`config.mk`:
```
export PLATFORM = sky130hd
export DESIGN_NAME = inst_buffer
export DESIGN_NICKNAME = d
export VERILOG_FILES = /design/src/rtl/inst_buffer_pkg.sv /design/src/rtl/inst_buffer.sv
export SDC_FILE = /design/constraint.sdc
export NUM_CORES = 2
export LEC_CHECK = 0
export CAP_MARGIN = 20
export CORE_MARGIN = 1.5
export CORE_UTILIZATION = 37
export CTS_CLUSTER_DIAMETER = 200
export DETAILED_ROUTE_END_ITERATION = 8
export GPL_TIMING_DRIVEN = 1
export PLACE_DENSITY = 0.66
export SLEW_MARGIN = 20
export SYNTH_ARGS = -nofsm -noshare
export SYNTH_HDL_FRONTEND = slang
export SYNTH_SLANG_ARGS = --single-unit
```
`constraint.sdc`:
```
create_clock -name clock -period 10.6 [get_ports clock]
set_input_delay 1.06 -clock clock [delete_from_list [all_inputs] [get_ports clock]]
set_output_delay 1.06 -clock clock [all_outputs]
set_load 0.01 [all_outputs]
```
`src/rtl/inst_buffer_pkg.sv`:
```
// Shared types and helpers for the instruction buffer between fetch and
// decode/dispatch.
package inst_buffer_pkg;

   // Default buffer depth in entries (power of two)
   localparam int IB_DEPTH = 8;

   typedef logic [31:0] inst_t;
   typedef logic [31:0] addr_t;

   // One buffered instruction: word, its PC and the predicted next PC
   typedef struct packed {
      inst_t inst;
      addr_t pc;
      addr_t npc;
   } ib_entry_t;

   // 32-bit add that sticks at all-ones instead of wrapping
   function automatic logic [31:0] sat_add32(input logic [31:0] a, input logic [31:0] b);
      logic [32:0] sum;
      sum = {1'b0, a} + {1'b0, b};
      sat_add32 = sum[32] ? 32'hFFFF_FFFF : sum[31:0];
   endfunction

endpackage

```
`src/rtl/inst_buffer.sv`:
```
// Circular instruction queue between fetch and the per-lane decoders.
// Accepts up to FETCH_WIDTH instructions per cycle, presents the oldest
// DISPATCH_WIDTH entries in program order, flushes in one cycle.
// Optional statistics counters are built when INST_BUF_STATS_EN is defined.
//
// Handshake: fetch may push on any contiguous run of if_valid lanes starting
// at lane 0, at most free_slots of them (extra lanes are dropped). Decode
// consumes id_pop_count entries from lane 0 up, at most popcount(id_valid).
// Both take effect at the posedge; new entries appear on id_* one cycle later.
module inst_buffer
   import inst_buffer_pkg::*;
#(
   parameter int DEPTH          = IB_DEPTH,
   parameter int FETCH_WIDTH    = 2,
   parameter int DISPATCH_WIDTH = 2
) (
   input  logic                                  clock,
   input  logic                                  reset,
   input  logic [FETCH_WIDTH-1:0]                if_valid,
   input  logic [FETCH_WIDTH-1:0][31:0]          if_inst,
   input  logic [FETCH_WIDTH-1:0][31:0]          if_pc,
   input  logic [FETCH_WIDTH-1:0][31:0]          if_npc,
   output logic [$clog2(DEPTH):0]                free_slots,
   output logic [DISPATCH_WIDTH-1:0]             id_valid,
   output ib_entry_t [DISPATCH_WIDTH-1:0]        id_entry,
   input  logic [$clog2(DISPATCH_WIDTH):0]       id_pop_count,
   input  logic                                  flush
`ifdef INST_BUF_STATS_EN
   ,
   output logic [31:0]                           full_cycles,
   output logic [31:0]                           flushed_insts,
   output logic [31:0]                           dropped_pushes
`endif
);

   localparam int PW = $clog2(DEPTH);
   localparam int CW = PW + 1;

   ib_entry_t           mem [DEPTH];
   logic [PW-1:0]       head, tail;
   logic [CW-1:0]       count;

   logic [CW-1:0]       free;
   logic [CW-1:0]       push_req, n_push;
   logic [CW-1:0]       pop_req, n_pop;

   // Number of set request bits in an unbroken run from lane 0
   function automatic logic [CW-1:0] lead_ones(input logic [FETCH_WIDTH-1:0] v);
      logic run;
      lead_ones = '0;
      run       = 1'b1;
      for (int k = 0; k < FETCH_WIDTH; k++) begin
         run = run & v[k];
         if (run) lead_ones = lead_ones + CW'(1);
      end
   endfunction

   // Clamp push to space at start of cycle and pop to current occupancy
   always_comb begin
      free     = CW'(DEPTH) - count;
      push_req = lead_ones(if_valid);
      n_push   = (push_req > free) ? free : push_req;
      pop_req  = CW'(id_pop_count);
      n_pop    = (pop_req > count) ? count : pop_req;
   end

   // Pointer and occupancy registers; flush wins over push and pop
   always_ff @(posedge clock or negedge reset) begin
      if (!reset) begin
         head  <= '0;
         tail  <= '0;
         count <= '0;
      end else if (flush) begin
         head  <= '0;
         tail  <= '0;
         count <= '0;
      end else begin
         head  <= head + PW'(n_pop);
         tail  <= tail + PW'(n_push);
         count <= count + n_push - n_pop;
      end
   end

   // Storage writes for accepted lanes; the array itself is never reset
   always_ff @(posedge clock) begin
      for (int k = 0; k < FETCH_WIDTH; k++) begin
         if (!flush && (CW'(k) < n_push)) begin
            mem[tail + PW'(k)] <= '{inst: if_inst[k], pc: if_pc[k], npc: if_npc[k]};
         end
      end
   end

   // Head window and free space, driven only from registered state
   always_comb begin
      free_slots = free;
      for (int i = 0; i < DISPATCH_WIDTH; i++) begin
         id_valid[i] = (count > CW'(i));
         id_entry[i] = mem[head + PW'(i)];
      end
   end

`ifdef INST_BUF_STATS_EN
   // Saturating usage counters
   always_ff @(posedge clock or negedge reset) begin
      if (!reset) begin
         full_cycles    <= '0;
         flushed_insts  <= '0;
         dropped_pushes <= '0;
      end else begin
         if ((count == CW'(DEPTH)) && if_valid[0])
            full_cycles <= sat_add32(full_cycles, 32'd1);
         if (flush)
            flushed_insts <= sat_add32(flushed_insts, 32'(count));
         else
            dropped_pushes <= sat_add32(dropped_pushes, 32'(push_req - n_push));
      end
   end
`endif

`ifndef SYNTHESIS
   logic [CW-1:0] n_valid;
   assign n_valid = (count < CW'(DISPATCH_WIDTH)) ? count : CW'(DISPATCH_WIDTH);

   // Protocol checks on the consumer and producer sides
   always @(posedge clock) begin
      if (reset) begin
         assert (pop_req <= n_valid)
            else $error("inst_buffer: id_pop_count %0d exceeds valid entries %0d", pop_req, n_valid);
         if (!flush && (push_req > free))
            $warning("inst_buffer: push of %0d lanes exceeds free_slots %0d, clamped", push_req, free);
      end
   end
`endif

endmodule
```
# ---- Word level (Yosys, flattened, before mapping)
# Memories as Yosys holds them, arrays and structs flattened.
# Cells that the tools add are included.
dict set report word_totals {
  output_inout_bits 198
  ram_bits 768
  memories 1
  register_bits 10
  input_bits 199
  wordCells 33
}
dict set report classes {
  mux 11
  bitwise 1
  magnitude_cmp 6
  n_addsub 8
  reduce_logical 3
}
# memory words word_bits read_ports rd_clocked_by_memory_dff write_ports line_no
set mem_list {}
lappend mem_list {mem 8 96 2 0 2 inst_buffer.sv:39} ;# ib_entry_t mem [DEPTH];
# operator n
set ops {}
lappend ops {{$mux W4} 3}
lappend ops {{$gt A4 B1 Y1 const B} 2}
lappend ops {{$lt A1 B4 Y1 const A} 2}
lappend ops {{$add A3 B1 Y3 const B} 2}
lappend ops {{$add A3 B3 Y3} 2}
lappend ops {{$mux W3} 2}
lappend ops {{$mux W1} 5}
lappend ops {{$add A4 B4 Y4} 1}
lappend ops {{$gt A2 B4 Y1} 1}
lappend ops {{$gt A4 B4 Y1} 1}
lappend ops {{$sub A4 B4 Y4} 1}
lappend ops {{$sub A4 B4 Y4 const A} 1}
lappend ops {{$add A1 B1 Y2 const B} 1}
lappend ops {{$logic_and A1 B1 Y1} 2}
lappend ops {{$mux W2} 1}
lappend ops {{$and A1 B1 Y1} 1}
lappend ops {{$logic_not A1 Y1} 1}

# ---- Depth between registers and ports, before layout
dict set report depth {
  word_depth 9
  depth_mapped 14
  ltp_nobuf 13
}

# ---- Least setup slack after synthesis
# No wires, ideal clock.
dict set report synth_path {
  path_kind {register to register}
  start {reg count[0]}
  end {mem mem[0][0] in the netlist's numbering (enable)}
  path_slack_ns 0.971
  stages_incl_launch_ff 6
  required_ns 9.908
  arrival_time_ns 8.937
  synth_period_minus_slack_ns 9.629
  setup_ns 0.692
  cell_sequence {dfrtp_1 > inv_1 > ha_1 > buf_1 > o31ai_1 > o31ai_1}
}
# item line_no
set synth_lines {}
lappend synth_lines {{from (decl)} inst_buffer.sv:41} ;# logic [CW-1:0] count;
lappend synth_lines {{from (signal assigned)} inst_buffer.sv:80} ;# count <= count + n_push - n_pop;
lappend synth_lines {{to (decl)} inst_buffer.sv:39}

==> results.py <==
metrics = {
    "min_path": {
        "hold_start": "tail[2]$_DFF_PN0_",
        "hold-path-endpoint": "tail[2]$_DFF_PN0_",
        "hold_class": "flop to flop",
        "min_path_cells": 2,
    },
    "setup_path": {
        "critical_path.top_delay_family": "buffers and inverters",
        "crit_chain": "buf_12 > buf_4 > mux4_2 > mux2_2 > clkdlybuf4s50_1",
        "crit_slowest_cell": "dfrtp_4",
        "rr_endpoint": "mem[4][78]$_DFFE_PP_",
        "crit_type": "flop to primary output",
        "r2r_setup_slack_ns": 6.56,
        "required_ns": 9.54,
        "crit_fanout": 144,
        "crit_arrival_ns": 5.12,
        "worstSetupEndpointType": "primary output",
        "worst_path_largest_cell_delay_ns": 1.07,
        "reg2reg_depth": 7,
        "critPathLaunchType": "flop",
        "crit_buf_inv": 3,
        "regToRegStartpoint": "count[0]$_DFF_PN0_",
    },
    "cts": {
        "cts_hold_buf": 0,
        "cts-buffers-inserted": 92,
        "clk_pin_slew_ns": 0.06,
        "clk_latency_ns": 0.66,
        "htreeDepth": 3,
        "cts_max_path_buffers": 3,
        "cts_tree": "yes",
        "cts_num_sinks": 778,
        "cts_root_buffer": "clkbuf_16",
        "cts-resized-gates": 0,
        "postCtsSetupBuffers": 0,
    },
    "floorplanning": {
        "pin_count": 397,
        "die_h_um": 352,
        "core_um2": 120000,
        "rows": 127,
        "die_area_um2": 124000,
        "start_util": 0.375,
        "chipWidth_um": 352,
    },
    "yosys": {
        "yosys-mux-area-fraction": 0.441,
        "yosysSeqAreaShare": 0.517,
        "async_flop_share": 0.0129,
        "ys_seq_elements": 778,
        "synth_ff_type": "edfxtp_1",
        "syn_nets": 2643,
        "synth_edf_count": 768,
        "yosysWarningCount": 0,
        "synth_area_um2": 45100,
        "synth-xor-area-share": 0.00233,
        "yosys.area.top_type": "edfxtp_1",
        "syn_area_per_cell_um2": 18.6,
        "synth_cells": 2426,
        "synth_top_family_by_area": "multiplexers",
        "synth-simple-area-share": 0.00438,
        "synth_top_area_frac": 0.511,
        "synth.distinct_cells": 38,
        "synth_area_leaders": "edfxtp_1 (51%), mux4_2 (19%), mux2_2 (19%)",
        "synth_compound_area_frac": 0.00679,
        "yosys.area_share.adder": 0.00549,
    },
    "drt": {
        "firstDrtPassIters": 5,
        "wire_per_inst_um": 30.1,
        "drt_iter0_markers": 2296,
        "drc_errors": 0,
        "num_vias": 26100,
        "antenna_left": 0,
        "via_per_inst": 5.85,
        "drt-total-wl_um": 135000,
    },
    "power_and_ir_drop": {
        "vdd_drop_max_mv": 0.238,
        "p_sw_mw": 4.55,
        "leakagePower_nw": 17.5,
        "pwr-share-comb": 0.485,
        "seqPwrFrac": 0.286,
        "power.internal_mw": 9.12,
        "p_clk_frac": 0.229,
        "cellPowerDensity_nw_per_um2": 254,
        "p_sw_frac": 0.333,
    },
    "timing": {
        "finalSetupTns_ns": 0,
        "min_period_over_period": 0.583,
        "clock.fmax_mhz": 162,
        "rsz0062_at_grt": "no",
        "tightest_slew_ns": 1.40,
        "setup_viol_count_final": 0,
        "drv_slew": 0,
        "period_needed_ns": 6.18,
        "skew_ns": 0.0154,
        "final-hold-violation-count": 0,
        "slew_headroom": 0.0657,
    },
    "placement": {
        "numPortBuffers": 396,
        "gp_congestion": 0.759,
        "dp_hpwl_um": 72700,
    },
    "final_layout": {
        "fin_util": 0.446,
        "area_growth_pct": 19.1,
        "final_nets": 2984,
        "final_layout_size_suffix_gt1_frac": 0.510,
    },
    "grt": {
        "grt_pass1_vias": 28300,
        "antenna_found_initial": 28,
        "track_usage": 0.213,
        "grt_overflow": 0,
        "grt_pass1_wl_um": 195000,
        "grt_max_degree": 145,
    },
    "status": {
        "status": "completed",
    },
    "flow_run": {
        "maxCapViolCount": 0,
    },
}
==> through the flow <==
| step | worst slack (ns) | hold WS (ns) | std cells | instance area [um2] | total power, mW |
|---|---|---|---|---|---|
| after detailed placement | 5.03 | 0.642 | 4285 | 50800 | 10.6 |
| after global placement | 5.08 | 0.640 | 4284 | 50700 | 10.6 |
| final | 4.42 | 0.651 | 4467 | 53700 | 13.7 |
| after floorplan | 0.971 | 0.608 | 2426 | 45100 | 7.87 |
| after CTS | 4.29 | 0.657 | 4454 | 53700 | 13.8 |
| after global routing | 4.20 | 0.679 | 4460 | 53700 | 14.2 |
==> area by class of cell <==
| cell class | instances | area (um2) |
|---|---|---|
| Antenna cell | 13 | 32.5 |
| Clock buffer | 113 | 2440 |
| Clock inverter | 56 | 500 |
| Fill cell | 10400 | 66700 |
| Inverter | 10 | 37.5 |
| Multi-Input combinational cell | 1442 | 20900 |
| Sequential cell | 778 | 23300 |
| Tap cell | 1612 | 2020 |
| Timing Repair Buffer | 443 | 4470 |
==> power by group through the flow <==
stage,logic [mW],clock network [mW],registers [mW]
3_3_place_gp,6.61,0,3.96
3_5_place_dp,6.67,0,3.98
5_1_grt,6.98,3.29,3.95
4_1_cts,6.71,3.18,3.91
2_1_floorplan,3.98,0,3.90
6_report,6.63,3.13,3.91
==> synth_stat cells, types with 12 or more instances <==
cell      instances
edfxtp_1        768
mux2_2          748
mux4_2          384
mux2_4          116
mux2_1           97
buf_2            68
clkbuf_1         64
buf_1            35
buf_6            20
ha_1             15
nor2_1           12
==> how the worst max path moves through the flow <==
stage / startpoint / end / slack, ns / cells past startpoint
final: head[0]$_DFF_PN0_ / id_entry[159] / 4.42 / 5
after global placement: head[0]$_DFF_PN0_ / id_entry[120] / 5.08 / 5
after floorplan: count[0]$_DFF_PN0_ / mem[0][0]$_DFFE_PP_ / 0.97 / 5
after CTS: head[0]$_DFF_PN0_ / id_entry[120] / 4.29 / 5
after detailed placement: head[0]$_DFF_PN0_ / id_entry[120] / 5.03 / 5
after global routing: head[0]$_DFF_PN0_ / id_entry[120] / 4.20 / 5
==> metal layers <==
| metal | GRT usage | vias to the layer above | part of all wire |
|---|---|---|---|
| met5 | 0 | - | 0.0016 |
| met4 | 0.0612 | 32 | 0.021 |
| met3 | 0.0478 | 223 | 0.076 |
| met2 | 0.367 | 971 | 0.51 |
| met1 | 0.267 | 14000 | 0.40 |
| li1 | - | 10900 | - |
==> tightest hold or removal path: stages (launching register included) <==
cell,delay [ns]
dfrtp_1,0.44
xor2_1,0.10
nor2_1,0.07
==> registers in the layout, summed over array words and instances (netlist names) <==
name	cells
mem	768
count	4
head	3
tail	3
==> cell usage in the layout (no fill, tap or decap), types with 5 or more instances in the layout <==
| cell | Yosys | routed |
|---|---|---|
| edfxtp_1 | 768 | 768 |
| mux2_2 | 748 | 748 |
| clkdlybuf4s50_1 | 0 | 396 |
| mux4_2 | 384 | 384 |
| mux2_4 | 116 | 116 |
| mux2_1 | 97 | 97 |
| clkbuf_16 | 0 | 95 |
| buf_4 | 9 | 35 |
| clkinv_1 | 0 | 23 |
| clkbuf_1 | 64 | 18 |
| clkinv_2 | 0 | 15 |
| ha_1 | 15 | 14 |
| diode_2 | 0 | 13 |
| nor2_1 | 12 | 12 |
| inv_1 | 10 | 10 |
| buf_12 | 0 | 10 |
| nor2b_1 | 9 | 9 |
| bufinv_16 | 0 | 8 |
| dfrtp_1 | 10 | 7 |
| xnor2_1 | 6 | 6 |
| nand2_1 | 5 | 5 |
| xor2_1 | 6 | 5 |
==> kinds of logic after synthesis <==
kind of cell,count (synthesis)
buffers and inverters,206
xor gates and xnor gates,12
other,1
DFF,778
muxes,1346
AOI/OAI and AO/OA,27
adders and majority gates,18
and+or+nand+nor,38
Power figures use the tool's default switching activity.
